File: src/rtl/ram_port_arbiter.sv
// Two-requester round-robin arbiter in front of a single-port synchronous RAM,
// with bounded burst ownership, tagged read returns and an optional post-reset clear.
module ram_port_arbiter #(
    parameter int unsigned DW         = 16,
    parameter int unsigned AW         = 8,
    parameter int unsigned MAX_BURST  = 4,
    parameter bit          INIT_CLEAR = 1'b1
) (
    input  logic          clk,
    input  logic          rst_n,
    input  logic          a_req,
    input  logic          a_we,
    input  logic [AW-1:0] a_addr,
    input  logic [DW-1:0] a_wdata,
    output logic          a_gnt,
    output logic          a_rvalid,
    input  logic          b_req,
    input  logic          b_we,
    input  logic [AW-1:0] b_addr,
    input  logic [DW-1:0] b_wdata,
    output logic          b_gnt,
    output logic          b_rvalid,
    output logic [DW-1:0] rdata,
    output logic [AW-1:0] ram_addr,
    output logic [DW-1:0] ram_din,
    output logic          ram_we,
    input  logic [DW-1:0] ram_q,
    output logic          init_busy
);

    localparam int unsigned CW = 4;

    typedef enum logic [1:0] {
        S_INIT,
        S_IDLE,
        S_OWN_A,
        S_OWN_B
    } state_t;

    state_t        r_state;
    state_t        w_state_nxt;
    logic          r_prio;        // 0: A wins a tie from IDLE, 1: B wins
    logic          w_prio_nxt;
    logic [CW-1:0] r_cnt;
    logic [CW-1:0] w_cnt_nxt;
    logic [AW-1:0] r_init_cnt;
    logic [AW-1:0] r_addr;
    logic [DW-1:0] r_din;
    logic          r_tag1_v;
    logic          r_tag1_b;
    logic          r_arv;
    logic          r_brv;
    logic          w_gnt_a;
    logic          w_gnt_b;
    logic          w_cap;
    logic [CW-1:0] w_cnt_inc;

    assign w_cap     = (r_cnt == CW'(MAX_BURST));
    assign w_cnt_inc = w_cap ? r_cnt : r_cnt + CW'(1);

    // Grant decision, next state and RAM port mux
    always_comb begin
        w_gnt_a     = 1'b0;
        w_gnt_b     = 1'b0;
        w_state_nxt = r_state;
        w_prio_nxt  = r_prio;
        w_cnt_nxt   = r_cnt;
        ram_we      = 1'b0;
        ram_addr    = r_addr;
        ram_din     = r_din;

        unique case (r_state)
            S_INIT: begin
                if (&r_init_cnt) w_state_nxt = S_IDLE;
            end
            S_IDLE: begin
                if (a_req && (!b_req || !r_prio)) w_gnt_a = 1'b1;
                else if (b_req)                   w_gnt_b = 1'b1;
            end
            S_OWN_A: begin
                if (a_req && !(b_req && w_cap)) w_gnt_a = 1'b1;
                else if (b_req)                 w_gnt_b = 1'b1;
            end
            S_OWN_B: begin
                if (b_req && !(a_req && w_cap)) w_gnt_b = 1'b1;
                else if (a_req)                 w_gnt_a = 1'b1;
            end
            default: ;
        endcase

        // Combinational grants must read as idle while reset is held
        if (!rst_n) begin
            w_gnt_a = 1'b0;
            w_gnt_b = 1'b0;
        end

        if (w_gnt_a) begin
            w_state_nxt = S_OWN_A;
            w_prio_nxt  = 1'b1;
            w_cnt_nxt   = (r_state == S_OWN_A) ? w_cnt_inc : CW'(1);
        end else if (w_gnt_b) begin
            w_state_nxt = S_OWN_B;
            w_prio_nxt  = 1'b0;
            w_cnt_nxt   = (r_state == S_OWN_B) ? w_cnt_inc : CW'(1);
        end else if (r_state == S_OWN_A || r_state == S_OWN_B) begin
            w_state_nxt = S_IDLE;
            w_cnt_nxt   = '0;
        end

        if (r_state == S_INIT) begin
            ram_we   = rst_n;
            ram_addr = r_init_cnt;
            ram_din  = '0;
        end else if (w_gnt_a) begin
            ram_we   = a_we;
            ram_addr = a_addr;
            ram_din  = a_wdata;
        end else if (w_gnt_b) begin
            ram_we   = b_we;
            ram_addr = b_addr;
            ram_din  = b_wdata;
        end
    end

    // State, held RAM port values and the two-stage read tag pipe
    always_ff @(posedge clk or negedge rst_n) begin
        if (!rst_n) begin
            if (INIT_CLEAR) r_state <= S_INIT;
            else            r_state <= S_IDLE;
            r_prio     <= 1'b0;
            r_cnt      <= '0;
            r_init_cnt <= '0;
            r_addr     <= '0;
            r_din      <= '0;
            r_tag1_v   <= 1'b0;
            r_tag1_b   <= 1'b0;
            r_arv      <= 1'b0;
            r_brv      <= 1'b0;
        end else begin
            r_state    <= w_state_nxt;
            r_prio     <= w_prio_nxt;
            r_cnt      <= w_cnt_nxt;
            r_init_cnt <= (r_state == S_INIT) ? r_init_cnt + AW'(1) : '0;
            r_addr     <= ram_addr;
            r_din      <= ram_din;
            r_tag1_v   <= (w_gnt_a & ~a_we) | (w_gnt_b & ~b_we);
            r_tag1_b   <= w_gnt_b;
            r_arv      <= r_tag1_v & ~r_tag1_b;
            r_brv      <= r_tag1_v & r_tag1_b;
        end
    end

    assign a_gnt     = w_gnt_a;
    assign b_gnt     = w_gnt_b;
    assign a_rvalid  = r_arv;
    assign b_rvalid  = r_brv;
    assign rdata     = ram_q;
    assign init_busy = (r_state == S_INIT);

endmodule

File: config.mk
export PLATFORM = sky130hd
export DESIGN_NAME = ram_port_arbiter
export DESIGN_NICKNAME = d
export VERILOG_FILES = /design/src/rtl/ram_port_arbiter.sv
export SDC_FILE = /design/constraint.sdc
export NUM_CORES = 1
export LEC_CHECK = 0
export CAP_MARGIN = 25
export CORE_ASPECT_RATIO = 1.2
export CORE_UTILIZATION = 43
export DETAILED_ROUTE_END_ITERATION = 8
export PLACE_DENSITY = 0.82
export SLEW_MARGIN = 5
export SYNTH_ARGS = -nofsm -noshare
export SYNTH_HDL_FRONTEND = slang
export SYNTH_SLANG_ARGS = --single-unit
File: constraint.sdc
create_clock -name clk -period 3.46 [get_ports clk]
set_input_delay 0.346 -clock clk [delete_from_list [all_inputs] [get_ports clk]]
set_output_delay 0.346 -clock clk [all_outputs]
set_load 0.05 [all_outputs]
# Yosys cells after proc, flatten, opt, wreduce, memory -nomap -nowiden
# Cells that the tools add are included.
[totals] output_inout_bits=46 elab_cells=77 in_bits=70 ff_bits=43
[op_classes] mux=35 addsub=2 eq_ne=4 reduce_logical=18 bitwise_logic=8
[ops] operator="2-to-1 mux 16 bit" count=3
[ops] operator="2-to-1 mux 8 bit" count=4
[ops] operator="2-to-1 mux 4 bit" count=6
[ops] operator="2-to-1 mux 1 bit" count=15
[ops] operator="2-to-1 mux 2 bit" count=5
[ops] operator="adder 8 x 1 -> 8 bit, second input constant" count=1
[ops] operator="AND reduction 8 bit" count=1
[ops] operator="nonzero test 4 bit" count=2
[ops] operator="one-hot mux 1 bit (3 select lines)" count=2
[ops] operator="logical AND 1 bit" count=5
[ops] operator="adder 4 x 1 -> 4 bit, second input constant" count=1
[ops] operator="bitwise AND 1 bit" count=4
[ops] operator="equality test 2 bit, second input constant" count=2
[ops] operator="equality test 4 x 3 -> 1 bit, second input constant" count=1
[ops] operator="logical NOT 1 bit" count=4
[ops] operator="inverter 1 bit" count=3
[ops] operator="nonzero test 3 bit" count=1
[ops] operator="equality test 2 x 1 -> 1 bit, second input constant" count=1
[ops] operator="logical NOT 2 bit" count=1
[ops] operator="logical OR 1 bit" count=2
[ops] operator="AND reduction 2 bit" count=1
[ops] operator="nonzero test 2 bit" count=1
[ops] operator="OR 1 bit" count=1

# Depth between registers and ports, before layout
[depth] word_depth=10 mapped_depth=12 depth_no_buf=8

# Least setup slack after synthesis
# Ideal clock, no wire load.
[synth_timing] kind="reg2out" from="register r_cnt[0]" to="output ram_din[10]" path_stages_with_launch=10 arrival_time_ps=3059 slack_ps=55 required_time_ps=3114 cell_sequence="dfrtp_1 > inv_1 > ha_1 > nand4b_1 > a2111oi_0 > a31oi_2 > inv_2 > buf_2 > nor3_1 > nor3_1"
[synth_between] elab_chain_len=10
[synth_lines] element="from (decl)" line="44" text="logic [CW-1:0] r_cnt;"
[synth_lines] element="from (signal assigned)" line="142" text="r_cnt <= w_cnt_nxt;"
[synth_lines] element="equality test 4 x 3 -> 1 bit (*)" line="58" text="assign w_cap = (r_cnt == CW'(MAX_BURST));"
[synth_lines] element="logical AND 1 bit, on equally long branches" line="85, 81"
[synth_lines] element="logical NOT 1 bit, on equally long branches" line="85, 81"
[synth_lines] element="logical AND 1 bit, on equally long branches" line="85, 81"
[synth_lines] element="2-to-1 mux 1 bit, on equally long branches" line="85, 81"
[synth_lines] element="one-hot mux 1 bit (3 select lines) (*)" line="72" text="unique case (r_state)"
[synth_lines] element="2-to-1 mux 1 bit (*)" line="92" text="if (!rst_n) begin"
[synth_lines] element="named net b_gnt" line="21" text="output logic b_gnt,"
[synth_lines] element="2-to-1 mux 16 bit (*)" line="118" text="end else if (w_gnt_b) begin"
[synth_lines] element="2-to-1 mux 16 bit (*)" line="114" text="end else if (w_gnt_a) begin"
[synth_lines] element="2-to-1 mux 16 bit (*)" line="110" text="if (r_state == S_INIT) begin"
[synth_lines] element="to (decl)" line="25" text="output logic [DW-1:0] ram_din,"
# Mark *: on every way through the listed nets, which the timed path passes. The rest lies on a longest branch.

# Worst setup path after layout
[layout_timing] from="register r_cnt[0]" to="output ram_din[11]"
[layout_between] elab_chain_len=10
[layout_lines] element="equality test 4 x 3 -> 1 bit (*)" line="58"
[layout_lines] element="logical AND 1 bit, on equally long branches" line="85, 81"
[layout_lines] element="logical NOT 1 bit, on equally long branches" line="85, 81"
[layout_lines] element="logical AND 1 bit, on equally long branches" line="85, 81"
[layout_lines] element="2-to-1 mux 1 bit, on equally long branches" line="85, 81"
[layout_lines] element="one-hot mux 1 bit (3 select lines)" line="72"
[layout_lines] element="2-to-1 mux 1 bit" line="92"
[layout_lines] element="2-to-1 mux 16 bit" line="118"
[layout_lines] element="2-to-1 mux 16 bit (*)" line="114"
[layout_lines] element="2-to-1 mux 16 bit (*)" line="110"
# Every way passes the cells marked *; elsewhere a longest branch is shown, timed or not.

==> summary.txt <==
run status - completed
area grow syn2layout - 42.0%
crit path DAT - 2790 ps
slowest cell on the critical path - dfrtp_1
Post-Place Cells - 350
RSZ-0062 raised after global routing - no
routed wire length - 5760 um
max_cap viols - 0
global routing usage on met2 - 0.378
final worst-path cycle share - 0.906
min Tclk post-route - 3140 ps
final slew viol count - 0
cts bufs inserted - 5
Levels on crit path - 9
io pins - 116
final-report hold violation count - 0
Final HPWL DP - 4070 um
final non-filler cell total - 358
Iter 0 DRT Violations - 117
Top Usage Layer GRT - met2
CP required - 3110 ps
GRT overflow - 0
RD Place Congestion - 0.757
slowest cell delay on critical path - 420 ps
core box area - 5040 um^2
gr usage total - 0.227
PostCTS Resize Cnt - 0
Initial Util - 0.456
Top delay family on crit path - simple AND/OR/NAND/NOR gates
Leakage - 0.00143 uW
input/output buffers - 83
maximum VDD drop - 0.000635 V
Yosys top cell area share - 0.468
# nets final - 370
postcts setup bufs - 0
FF-to-FF path depth - 8
critical path type - register to output port
critical path, cell by cell - inv_1 > ha_1 > and3b_1 > mux2i_1 > or2_1 > inv_2 > nor3_1 > nor3_1 > buf_12
Syn Inst Count - 236
CP Capture Type - output port
largest net degree at the start of global routing - 45
Synth top cells by count - dfrtp_1 (43), nor3_1 (34), buf_4 (19)
drt pass-1 iters - 4
first-pass GRT wire length - 9480 um
crit start category - register
synth top area cells - dfrtp_1 (47%), nor3_1 (7.4%), buf_4 (6.2%)
final hold slack - 271 ps
CP Max Fanout - 29
CP dominant cell by count - nor3_1
type of the worst min-delay path - input pin to async pin
num rows - 28
share of layout cells above drive strength 1 - 0.181
Critical path buffers and inverters - 3
Final TNS setup - 0 ps
routed vias - 2058
synthesized area per cell - 9.75 um^2
worst-skew pair later-pin latency - 290 ps
Synthesis Warnings - 0
Final ANT Viol Nets - 0
post-synth cell types - 41
Die X-Extent - 68.8 um
die height - 82.1 um
area occupied by multi-input gates - 945 um^2
clock-pin slew on the worst setup and hold paths - 80 ps
Final Util - 0.648
most numerous cell in the Yosys netlist - dfrtp_1
routing usage on met1 - 0.264
CTS Hold Buffers Added - 0
CTS H-tree depth - 2
DRC violations left - 0
n_diodes - 0
clk root buf - clkbuf_8
Tightest Pin Transition - 538 ps
Max-slew headroom - 0.641
part of the Yosys area used for sequential elements - 0.468
clock tree sinks - 43
Post-Syn Nets - 309
vias in the first global route - 2128
Final setup viols - 0
Main synth FF type - dfrtp_1
drt via density - 5.75
initial antenna violation count - 0
number of flops mapped to enable cells by yosys - 0
Filler cells - 378
area leader, netlist - dfrtp_1
CTS tree - built
Clock Skews - 6.97 ps
max frequency - 0.319 GHz
register area - 1080 um^2
DIE AREA - 5650 um^2
Synth Register Bits - 43
share of synthesized flip-flops with an asynchronous set or reset - 1.00
Power Density - 987 nW/um^2
WL/cell - 16.1 um
grt met3 use - 0.0646
synthesized cell area - 2300 um^2
Longest Clk Path Bufs - 2
final timing paths:
kind                                 startpoint                      end  slack, ps
setup / recovery           r_cnt[0]$_DFFE_PN0P_              ram_din[11]        320
hold / removal                            rst_n      r_addr[7]$_DFF_PN0_        270
setup reg to reg           r_cnt[0]$_DFFE_PN0P_      r_din[11]$_DFF_PN0_       1010
hold reg to reg              r_tag1_b$_DFF_PN0_       a_rvalid$_DFF_PN0_        420
max in group asynchronous                 rst_n  r_init_cnt[0]$_DFF_PN0_       2830
min in group clk             r_tag1_b$_DFF_PN0_       a_rvalid$_DFF_PN0_        420
layout make-up:
class,count,area share
clock buffer,8,0.0306
inverter,9,0.0111
multi-input combinational,148,0.289
sequential,43,0.329
tap,60,0.0230
timing repair buffer,90,0.317
flip-flops by register name (all words and copies together) (netlist names):
signal	count
a_rvalid	1
b_rvalid	1
r_addr	8
r_cnt	4
r_din	16
r_init_cnt	8
r_prio	1
r_state	2
r_tag1_b	1
r_tag1_v	1
stage by stage:
| stage | setup WS [ps] | power [uW] | cell area (um^2) |
|---|---|---|---|
| 5_1_grt | 26.9 | 3390 | 3270 |
| 4_1_cts | 181 | 3250 | 3270 |
| 6_report | 324 | 3230 | 3270 |
| 2_1_floorplan | 54.9 | 2070 | 2300 |
| 3_5_place_dp | 363 | 2900 | 3170 |
| 3_3_place_gp | 415 | 2860 | 3170 |
logic make-up after synthesis:
family	after synthesis	synth area share
simple gates	86	0.196
fa+ha+maj	3	0.0163
buf+inv	45	0.122
mux	1	0.00435
xor+xnor	4	0.0152
flops	43	0.468
compound gates	54	0.179
metal layers:
layer | wire length, um | part of all wire | up-vias
met5 | 0 | 0 | -
met1 | 2360 | 0.41 | 993
met4 | 170 | 0.030 | 0
met3 | 339 | 0.059 | 19
li1 | - | - | 970
met2 | 2890 | 0.50 | 76
where the power goes:
group / leakage (uW) / internal (uW) / switching, uW
sequential: 0.000559 / 668 / 83.5
combinational: 0.000817 / 884 / 1250
clock: 0.0000515 / 182 / 162
worst register-to-register path: stages (launching register included):
cell	delay, ps
dfrtp_1	420
inv_1	80
ha_1	230
and3b_1	260
mux2i_1	130
or2_1	260
inv_2	400
nor3_1	120
nor3_1	400
cells in the final DEF (no fill, tap or decap), types with 9 or more instances in the layout:
cell type,count
o22ai_1,17
buf_12,18
nand2_1,9
buf_4,16
nand3_1,11
or3_1,9
nor3_1,34
a22o_1,10
clkdlybuf4s50_1,55
dfrtp_1,43
Power figures use the tool's default switching activity.
==> edit, RTL diff (same flow settings) <==
Encoding of `state_t`: now Gray code (2 bits for 4 states).
--- a/src/rtl/ram_port_arbiter.sv
+++ b/src/rtl/ram_port_arbiter.sv
@@ -33,6 +33,6 @@
     typedef enum logic [1:0] {
-        S_INIT,
-        S_IDLE,
-        S_OWN_A,
-        S_OWN_B
+        S_INIT  = 2'b00,
+        S_IDLE  = 2'b01,
+        S_OWN_A = 2'b11,
+        S_OWN_B = 2'b10
     } state_t;
Behaviour: no difference found for any inputs over 10 cycles, from zero or initial values and one cycle with rst_n low; not proved beyond that.
==> edit against the original RTL <==
Cell area is 2.5% lower. Sequential cell count did not move. Setup slack lost 0.15 ns. Synthesized area shrank 1.6%. Routed wire length fell by 5.7%. Die area shrank 1.6%. Power shrank 10%. Maximum frequency shrank 4.6%. Register-to-register slack worse by 0.15 ns. Critical path type unchanged.
==> edit: results <==
export IMPL_post_drt_wl_per_cell_um=15.6
export IMPL_irDropWorstVdd_mv=0.560
export IMPL_grt_pass1_vias=1925
export IMPL_grt_pass1_wl_um=8840
export IMPL_skew_ns=0.00255
export IMPL_seq_area_frac_synth_pct=47.5
export IMPL_grt_max_degree=32
export IMPL_drt_iter0_markers=67
export IMPL_r2r_cells=7
export IMPL_synthTopCellsByCount="dfrtp_1 (43), nand2_1 (22), buf_4 (16), a22oi_1 (15), o21ai_0 (15)"
export IMPL_slowest_stage="o21ai_0"
export IMPL_use_met2_pct=35.1
export IMPL_pre_cts_ws_ns=0.386
export IMPL_core_sq_mm=0.00501
export IMPL_grtUsageMet1_pct=26.8
export IMPL_synth_cell_type_count=48
export IMPL_status="complete, no violations"
export IMPL_viasPerCell=5.59
export IMPL_netlist_instances=222
export IMPL_critPathMaxFanout=19
export IMPL_syn_num_nets=295
export IMPL_fin_nets=359
export IMPL_synthTopCellsByArea="dfrtp_1 (48%), buf_4 (5.3%), a22oi_1 (5.0%)"
export IMPL_placed_area_sq_mm=0.00308
export IMPL_yosys_area_top_type_share_pct=47.5
export IMPL_hold_ws_ns=0.416
edit: cell count changes after synthesis, moves of 6 or more:
| cell | delta |
|---|---|
| o21ai_0 | +12 |
| nand2_1 | +13 |
| a221o_1 | +8 |
| or3_1 | -8 |
| o221a_2 | -7 |
| o21ai_1 | +8 |
| nor3_1 | -34 |
| o22ai_1 | -14 |
| a22oi_1 | +15 |
| nand3_1 | -6 |
edit: routing by layer:
layer | vias up | part of all wire (%)
met5 | - | 0
met4 | 0 | 1.3
met3 | 7 | 6.7
met2 | 72 | 49
met1 | 949 | 43
li1 | 913 | -
edit: cells by family (layout without fill, tap and decap cells):
| family | count (synthesis) | count (layout) | synth area share, % |
|---|---|---|---|
| AO/OA/AOI/OAI | 71 | 71 | 22.7 |
| AND/OR/NAND/NOR | 62 | 62 | 15.2 |
| flip-flops | 43 | 43 | 47.5 |
| buffers and inverters | 36 | 101 | 10.2 |
| XOR/XNOR | 6 | 6 | 2.32 |
| adder cells (fa/ha/maj) | 3 | 3 | 1.66 |
| multiplexers | 1 | 1 | 0.442 |
edit: timing repair:
| item | in CTS | in global routing |
|---|---|---|
| endpoints found under the setup margin | 0 | 0 |
| hold buffers | 1 | 0 |
| endpoints found under the hold margin | 14 | 0 |
edit: layout make-up:
class | instances | area [sq um]
multi-input cells | 143 | 957
inverters | 7 | 31.3
clock buffers | 8 | 100
fillers | 390 | 1820
well taps | 60 | 75.1
repair buffers | 86 | 948
flip-flops and latches | 43 | 1080
edit: report_power, final:
group	internal, mW	total [mW]	leakage, nW	switching, mW
registers	0.681	0.778	0.563	0.0971
clock network	0.182	0.344	0.0515	0.162
logic	0.685	1.77	0.761	1.08
total	1.55	2.89	1.38	1.34
